===== src/rtl/id_ex_stage.sv =====
// id_ex_stage: decode-to-execute pipeline register in front of the ALU.
// Captures decoded operands under a valid/ready handshake, forwards MEM/WB
// results onto the held source operands, selects PC/immediate operands and
// refreshes the held operands while execute is stalled.
// Optional feature: define ID_EX_PERF_CNT_EN to add saturating
// stall_cycles / flush_count performance counters.

`ifndef XLEN
`define XLEN 32
`endif

module id_ex_stage #(
   parameter int unsigned N            = `XLEN,
   parameter int unsigned REG_IDX_W    = 5,
   parameter logic [3:0]  ALU_CNTL_ADD = 4'b0010
) (
   input  logic                 clk,
   input  logic                 rst,
   input  logic                 flush,
   input  logic                 in_valid,
   output logic                 in_ready,
   input  logic [N-1:0]         in_pc,
   input  logic [REG_IDX_W-1:0] in_rs1_idx,
   input  logic [REG_IDX_W-1:0] in_rs2_idx,
   input  logic [N-1:0]         in_rs1_data,
   input  logic [N-1:0]         in_rs2_data,
   input  logic [N-1:0]         in_imm,
   input  logic                 in_a_sel_pc,
   input  logic                 in_b_sel_imm,
   input  logic [3:0]           in_alu_control,
   input  logic [REG_IDX_W-1:0] in_rd_idx,
   input  logic                 in_reg_write,
   input  logic                 fwd_mem_wen,
   input  logic [REG_IDX_W-1:0] fwd_mem_rd,
   input  logic [N-1:0]         fwd_mem_data,
   input  logic                 fwd_wb_wen,
   input  logic [REG_IDX_W-1:0] fwd_wb_rd,
   input  logic [N-1:0]         fwd_wb_data,
   output logic                 out_valid,
   input  logic                 out_ready,
   output logic [N-1:0]         alu_a,
   output logic [N-1:0]         alu_b,
   output logic [3:0]           alu_control,
   output logic [N-1:0]         out_rs2_data,
   output logic [N-1:0]         out_pc,
   output logic [REG_IDX_W-1:0] out_rd_idx,
`ifdef ID_EX_PERF_CNT_EN
   output logic [31:0]          stall_cycles,
   output logic [31:0]          flush_count,
`endif
   output logic                 out_reg_write
);

   // Everything the stage holds for one instruction.
   typedef struct packed {
      logic [N-1:0]         pc;
      logic [REG_IDX_W-1:0] rs1_idx;
      logic [REG_IDX_W-1:0] rs2_idx;
      logic [N-1:0]         rs1_data;
      logic [N-1:0]         rs2_data;
      logic [N-1:0]         imm;
      logic                 a_sel_pc;
      logic                 b_sel_imm;
      logic [3:0]           alu_control;
      logic [REG_IDX_W-1:0] rd_idx;
      logic                 reg_write;
   } payload_t;

   // Forwarding mux for one source operand: MEM beats WB, index 0 never forwards.
   function automatic logic [N-1:0] fwd_select(
      input logic [REG_IDX_W-1:0] idx,
      input logic [N-1:0]         held,
      input logic                 mem_wen,
      input logic [REG_IDX_W-1:0] mem_rd,
      input logic [N-1:0]         mem_data,
      input logic                 wb_wen,
      input logic [REG_IDX_W-1:0] wb_rd,
      input logic [N-1:0]         wb_data
   );
      logic [N-1:0] result;
      if (idx == {REG_IDX_W{1'b0}}) begin
         result = held;
      end else if (mem_wen && (mem_rd == idx)) begin
         result = mem_data;
      end else if (wb_wen && (wb_rd == idx)) begin
         result = wb_data;
      end else begin
         result = held;
      end
      return result;
   endfunction

   logic     valid_q;
   logic     valid_d;
   payload_t payload_q;
   payload_t payload_d;
   logic     capture_s;
   logic     in_ready_s;
   logic [N-1:0] fwd_rs1_s;
   logic [N-1:0] fwd_rs2_s;

   assign in_ready_s = !valid_q || out_ready;
   assign capture_s  = in_valid && in_ready_s;

   // Forwarded values of the held source operands.
   always_comb begin
      fwd_rs1_s = fwd_select(payload_q.rs1_idx, payload_q.rs1_data,
                             fwd_mem_wen, fwd_mem_rd, fwd_mem_data,
                             fwd_wb_wen, fwd_wb_rd, fwd_wb_data);
      fwd_rs2_s = fwd_select(payload_q.rs2_idx, payload_q.rs2_data,
                             fwd_mem_wen, fwd_mem_rd, fwd_mem_data,
                             fwd_wb_wen, fwd_wb_rd, fwd_wb_data);
   end

   // Next-state: flush kills, capture loads, stall refreshes, consume drains.
   always_comb begin
      valid_d   = valid_q;
      payload_d = payload_q;
      if (flush) begin
         valid_d = 1'b0;
      end else if (capture_s) begin
         valid_d               = 1'b1;
         payload_d.pc          = in_pc;
         payload_d.rs1_idx     = in_rs1_idx;
         payload_d.rs2_idx     = in_rs2_idx;
         payload_d.rs1_data    = in_rs1_data;
         payload_d.rs2_data    = in_rs2_data;
         payload_d.imm         = in_imm;
         payload_d.a_sel_pc    = in_a_sel_pc;
         payload_d.b_sel_imm   = in_b_sel_imm;
         payload_d.alu_control = in_alu_control;
         payload_d.rd_idx      = in_rd_idx;
         payload_d.reg_write   = in_reg_write;
      end else if (valid_q && !out_ready) begin
         // Stalled: fold forwarded values into the held operands so they
         // stay correct once the producer retires out of WB.
         payload_d.rs1_data = fwd_rs1_s;
         payload_d.rs2_data = fwd_rs2_s;
      end else if (out_ready) begin
         valid_d = 1'b0;
      end else begin
         valid_d = valid_q;
      end
   end

   // Pipeline register; reset payload is a NOP add of 0 + 0.
   always_ff @(posedge clk) begin
      if (rst) begin
         valid_q               <= 1'b0;
         payload_q             <= '0;
         payload_q.alu_control <= ALU_CNTL_ADD;
      end else begin
         valid_q   <= valid_d;
         payload_q <= payload_d;
      end
   end

`ifdef ID_EX_PERF_CNT_EN
   logic [31:0] stall_cycles_q;
   logic [31:0] flush_count_q;

   // Saturating stall / flush event counters.
   always_ff @(posedge clk) begin
      if (rst) begin
         stall_cycles_q <= 32'd0;
         flush_count_q  <= 32'd0;
      end else begin
         if (valid_q && !out_ready && (stall_cycles_q != 32'hFFFF_FFFF)) begin
            stall_cycles_q <= stall_cycles_q + 32'd1;
         end else begin
            stall_cycles_q <= stall_cycles_q;
         end
         if (flush && (valid_q || capture_s) && (flush_count_q != 32'hFFFF_FFFF)) begin
            flush_count_q <= flush_count_q + 32'd1;
         end else begin
            flush_count_q <= flush_count_q;
         end
      end
   end

   assign stall_cycles = stall_cycles_q;
   assign flush_count  = flush_count_q;
`endif

   assign in_ready      = in_ready_s;
   assign out_valid     = valid_q;
   assign alu_a         = payload_q.a_sel_pc ? payload_q.pc : fwd_rs1_s;
   assign alu_b         = payload_q.b_sel_imm ? payload_q.imm : fwd_rs2_s;
   assign alu_control   = payload_q.alu_control;
   assign out_rs2_data  = fwd_rs2_s;
   assign out_pc        = payload_q.pc;
   assign out_rd_idx    = payload_q.rd_idx;
   assign out_reg_write = payload_q.reg_write && valid_q;

endmodule


===== config.mk =====
export PLATFORM = sky130hd
export DESIGN_NAME = id_ex_stage
export DESIGN_NICKNAME = d
export VERILOG_FILES = /design/src/rtl/id_ex_stage.sv
export SDC_FILE = /design/constraint.sdc
export NUM_CORES = 1
export LEC_CHECK = 0
export CELL_PAD_IN_SITES_DETAIL_PLACEMENT = 1
export CELL_PAD_IN_SITES_GLOBAL_PLACEMENT = 2
export CORE_MARGIN = 8
export CORE_UTILIZATION = 21
export CTS_CLUSTER_SIZE = 28
export DETAILED_ROUTE_END_ITERATION = 7
export PLACE_DENSITY_LB_ADDON = 0.1
export SLEW_MARGIN = 20
export SYNTH_ARGS = -nofsm -noshare
export SYNTH_HDL_FRONTEND = slang
export SYNTH_SLANG_ARGS = --single-unit
export TNS_END_PERCENT = 50

===== constraint.sdc =====
create_clock -name clk -period 2.6 [get_ports clk]
set_input_delay 0.52 -clock clk [delete_from_list [all_inputs] [get_ports clk]]
set_output_delay 0.52 -clock clk [all_outputs]
set_load 0.03 [all_outputs]

# [Yosys cells after proc, flatten, opt, wreduce, memory -nomap -nowiden]
# Cells that the tools add are included.
[totals] register_bits=151 input_bits=231 out_inout_bits=140 wordCells=49
[classes] eq_ne=5 n_mux=13 bitwise=1 n_reduce_logical=18
[ops] op="2-to-1 mux 32 bit" n=8
[ops] op="2-to-1 mux 64 bit" n=2
[ops] op="== test 5 bit" n=4
[ops] op="logical NOT 5 bit" n=2
[ops] op="logical AND 1 bit" n=7
[ops] op="AND reduction 2 bit" n=3
[ops] op="nonzero test 2 bit" n=2
[ops] op="2-to-1 mux 1 bit" n=3
[ops] op="logical NOT 1 bit" n=2
[ops] op="inequality test 2 bit, second input constant" n=1
[ops] op="OR reduction 2 bit" n=1
[ops] op="logical OR 1 bit" n=1
[ops] op="NOT 1 bit" n=1

# [Logic depth before layout (Yosys ltp)]
[logic_depth] depth_word=7 mapped_depth=9 depth_no_buf=7

# [Least setup slack after synthesis]
# No wires, ideal clock.
[synth_timing] path_type="input to output" startpoint="input fwd_wb_rd[3]" endpoint="output alu_b[10]" arrival_ns=2.507 t_required_ns=2.080 slack_ns=-0.427 cell_stages=8 path_buffers=2 path_cell_list="xor2_1 nor3_2 clkbuf_1 clkbuf_1 and3_1 mux2i_1 o2bb2ai_1 mux2_2"
[synth_via] elab_chain_len=6
[synth_rtl] element="start: declaration" line_no="37" source="input logic [REG_IDX_W-1:0] fwd_wb_rd,"
[synth_rtl] element="== test 5 bit" line_no="85" source="end else if (wb_wen && (wb_rd == idx)) begin"
[synth_rtl] element="logical AND 1 bit" line_no="85"
[synth_rtl] element="2-to-1 mux 32 bit" line_no="85"
[synth_rtl] element="2-to-1 mux 32 bit" line_no="83" source="end else if (mem_wen && (mem_rd == idx)) begin"
[synth_rtl] element="2-to-1 mux 32 bit" line_no="81" source="if (idx == {REG_IDX_W{1'b0}}) begin"
[synth_rtl] element="net out_rs2_data[10]" line_no="44" source="output logic [N-1:0] out_rs2_data,"
[synth_rtl] element="2-to-1 mux 32 bit" line_no="188" source="assign alu_b = payload_q.b_sel_imm ? payload_q.imm : fwd_rs2_s;"
[synth_rtl] element="end: declaration" line_no="42" source="output logic [N-1:0] alu_b,"
# The timed path passes the listed nets, and every way through them passes these cells.

# [Worst setup path after layout]
[layout_timing] startpoint="register payload_q[109] in the netlist's numbering" endpoint="output alu_b[10]"
[layout_via] elab_chain_len=6 elab_cells_between_ends=9 classes_between="eq/ne: 2; mux: 4; reduce/logical: 3"
[layout_rtl] element="start: declaration" line_no="95" source="payload_t payload_q;"
[layout_rtl] element="start signal: assignment" line_no="154" source="payload_q <= payload_d;"
[layout_rtl] element="== test 5 bit" line_no="85"
[layout_rtl] element="logical AND 1 bit" line_no="85"
[layout_rtl] element="2-to-1 mux 32 bit" line_no="85"
[layout_rtl] element="2-to-1 mux 32 bit" line_no="83"
[layout_rtl] element="2-to-1 mux 32 bit (*)" line_no="81"
[layout_rtl] element="2-to-1 mux 32 bit (*)" line_no="188"
# Mark *: on every way between the ends. The rest lies on a longest branch, timed or not.

==> flow_summary.toml <==
[clock_tree]
cts.hold.buffers_added = 0
cts.path.max_buffers = 2
cts.htree.levels = 4
clkSinkCount = 151
cts.clk_slew.worst_paths_ns = 0.07
clock_tree_from_tritoncts = "built"
clock_insertion_delay_worst_skew_ns = 0.46
cts-buffers-inserted = 17
clockRootBuffer = "sky130_fd_sc_hd__clkbuf_16"

[logic_synthesis]
synth.yosys.seq_area_share_pct = 35.0
synthAdderAreaFrac_pct = 0
synth-xor-area-share_pct = 2.03
mappedNetlistArea_mm2 = 0.00865
synth_simple_gate_area_share_pct = 19.9
synth-warning-count = 0
yosys.cell_types.count = 53
synth_nets = 1317
synth.avg_cell_area_um2 = 7.96
synth_compound_area_share_pct = 27.7
synth-edff-count = 0
mapped_cells = 1086
synth_mux_area_share_pct = 6.92
synth_top_family_by_area = "compound AO/OA/AOI/OAI gates"
async_reset_ff_share_pct = 0
yosys_register_bits = 151
synth_flop_cell = "sky130_fd_sc_hd__dfxtp_1"

[min_path]
holdCritPathClass = "reg -> reg"

[floorplan]
placement_rows = 74
die_width_um = 219
design.die.area_mm2 = 0.0479
fp.dieH_um = 219
initial_utilization_pct = 21.2
core_area_mm2 = 0.0407
top_level_ports = 371

[finish]
commonest_non_fill_non_tap_cells_in_the_layout = "sky130_fd_sc_hd__clkdlybuf4s50_1 (264), sky130_fd_sc_hd__nand2_1 (181), sky130_fd_sc_hd__a21oi_1 (177)"
layout_commonest_cell = "sky130_fd_sc_hd__clkdlybuf4s50_1"
post_layout_nonfiller_instances = 2111
fin_nets = 1786
layout-area-overhead-vs-synth_pct = 85.1
layout-drive-gt1-share_pct = 30.8

[critical_path]
cp-end-kind = "output port"
timing.reg2reg.setup_slack_ns = 0.21
kind_of_critical_path = "reg -> out"
reg2regPathDepth = 13
worst_setup_sp_type = "flop"
cp_data_arrival_time_ns = 2.79
required_ns = 2.08
crit_fanout = 8
cp-startpoint = "payload_q[109]$_SDFFE_PP0P_"
worstReg2RegStart = "payload_q[109]$_SDFFE_PP0P_"
worst_r2r_endpoint = "payload_q[54]$_SDFFE_PP0P_"
worstSetupEndpoint = "alu_b[10]"

[timing]
setup_viol = 96
unrepaired_setup_endpoints_after_global_routing = "yes"
skew_ns = 0.0119
final.hold.worst_slack_ns = 0.456
setup_slack_ns = -0.710
worst_pin_slew_ns = 0.636
finalWorstPathRequiredPeriod_ns = 3.31
min_period_over_period_pct = 127
maxSlewHeadroom_pct = 57.6
finalSetupTns_ns = -53.37
finalHoldViolCount = 0
max_freq_mhz = 302
maxSlewViolCount = 0

[pwr]
power.net_switching_mw = 2.35
intPower_mw = 5.27
power.share.sequential_pct = 32.9
power.share.combinational_pct = 29.7
leakage_nw = 6.23
totalPowerFinal_mw = 7.63
cellPowerDensity_mw_per_mm2 = 477
vdd.ir_drop.worst_mv = 0.424
p_sw_share_pct = 30.9
clock_network_fraction_of_design_power_pct = 37.3

[routing]
drt_wl_total_um = 51900
dr_total_vias = 10000
post_drt_wl_per_cell_um = 24.6
drt_iter0_markers = 458
post_drt_via_cell_ratio = 4.75
ant_nets = 0
detailedRoute.firstPassIterationCount = 5
post-route-drc-count = 0

[status]
run_status = "finished with violations"
failed_checks = "setup timing"

[placed_design]
pre_cts_slack_ns = -1.16
gp_congestion = 0.809
placedCellCount = 2004
hpwl_um = 37300
place.port_buffers = 370

[global_routing]
groute.usage.overall_pct = 20.4
grt_start_max_net_pins = 121
grt_overflow = 0
grt_pass1_wl_um = 72300
first_global_vias = 10600
grt_antenna_before_repair = 14

[flow_run]
max_cap_violations = 0
## worst max-delay path: stages (launching register included)
cell	delay, ns
sky130_fd_sc_hd__dfxtp_2	0.33
sky130_fd_sc_hd__buf_6	0.13
sky130_fd_sc_hd__xnor2_4	0.13
sky130_fd_sc_hd__nand4_1	0.18
sky130_fd_sc_hd__buf_4	0.20
sky130_fd_sc_hd__nor2_4	0.17
sky130_fd_sc_hd__buf_12	0.16
sky130_fd_sc_hd__buf_8	0.12
sky130_fd_sc_hd__mux2i_2	0.23
sky130_fd_sc_hd__buf_4	0.17
sky130_fd_sc_hd__o2bb2ai_4	0.06
sky130_fd_sc_hd__mux2_4	0.29
sky130_fd_sc_hd__buf_6	0.14
## Yosys cell counts (26+ instances only)
cell type	number	area [um2]
sky130_fd_sc_hd__a21oi_1	187	936
sky130_fd_sc_hd__nand2_1	183	687
sky130_fd_sc_hd__dfxtp_1	151	3020
sky130_fd_sc_hd__clkbuf_1	71	267
sky130_fd_sc_hd__and3_1	55	344
sky130_fd_sc_hd__o2bb2ai_1	48	420
sky130_fd_sc_hd__buf_4	41	308
sky130_fd_sc_hd__and2_1	31	194
sky130_fd_sc_hd__mux2_2	30	338
sky130_fd_sc_hd__a22oi_1	29	218
sky130_fd_sc_hd__nor2b_1	29	181
sky130_fd_sc_hd__o21ai_0	27	135
sky130_fd_sc_hd__mux2i_1	26	260
## through the flow
stage                     area, um2  utilization (%)
after global routing          16000             39.3
after floorplan                8820                -
final                         16000             39.3
after CTS                     15300             37.7
after global placement        14000             34.4
after detailed placement      14000             34.4
## routing by layer
layer | track usage [%] | part of all wire [%] | vias up | wire length [um]
met5 | 0 | 0.079 | - | 41
met4 | 5.65 | 1.4 | 6 | 727
met3 | 6.32 | 7.1 | 48 | 3680
met2 | 31.9 | 47 | 281 | 24200
met1 | 26.9 | 45 | 4885 | 23300
li1 | - | - | 4817 | -
## power by group through the flow
stage	clock network (mW)	registers (mW)	logic [mW]
final	2.85	2.51	2.27
after global routing	3.03	2.53	2.41
after CTS	2.96	2.51	2.20
after detailed placement	0	2.56	2.09
after global placement	0	2.56	2.08
after floorplan	0	2.53	0.934
## how the worst min path moves through the flow
stage	start	to	slack (ns)	depth (start not counted)
6_report	payload_q[31]$_SDFFE_PP0P_	payload_q[31]$_SDFFE_PP0P_	0.46	2
5_1_grt	payload_q[19]$_SDFFE_PP0P_	payload_q[19]$_SDFFE_PP0P_	0.47	2
4_1_cts	payload_q[31]$_SDFFE_PP0P_	payload_q[31]$_SDFFE_PP0P_	0.46	2
3_5_place_dp	payload_q[31]$_SDFFE_PP0P_	payload_q[31]$_SDFFE_PP0P_	0.45	2
3_3_place_gp	payload_q[27]$_SDFFE_PP0P_	payload_q[27]$_SDFFE_PP0P_	0.44	2
2_1_floorplan	payload_q[0]$_SDFFE_PP0P_	payload_q[0]$_SDFFE_PP0P_	0.43	2
## registers in the layout (all words and copies together), names as in the netlist
register and cells:
out_rd_idx 5, alu_control 4, out_pc 32, payload_q 109, out_valid 1
## cells by family (layout without fill, tap and decap cells)
group / after synthesis / count (layout)
other: 0 / 11
and+or+nand+nor: 351 / 354
AOI/OAI and AO/OA: 364 / 364
buffers and inverters: 144 / 623
DFF: 151 / 151
muxes: 56 / 56
xor gates and xnor gates: 20 / 20
## final cells by class
class	count	area (um2)
tap	532	666
clock inverter	12	199
sequential	151	3040
inverter	6	22.5
clock buffer	20	447
fill	4725	24700
multi-input combinational	794	5600
timing repair buffer	585	6010
antenna	11	27.5
## timing repair
item | 4_1_cts | 5_1_grt
endpoints found under the setup margin | 96 | 96
pin swaps | 12 | 18
cloned | 4 | 5
setup buffers | 24 | 34
gates resized for setup | 193 | 88
Power figures use the tool's default switching activity.
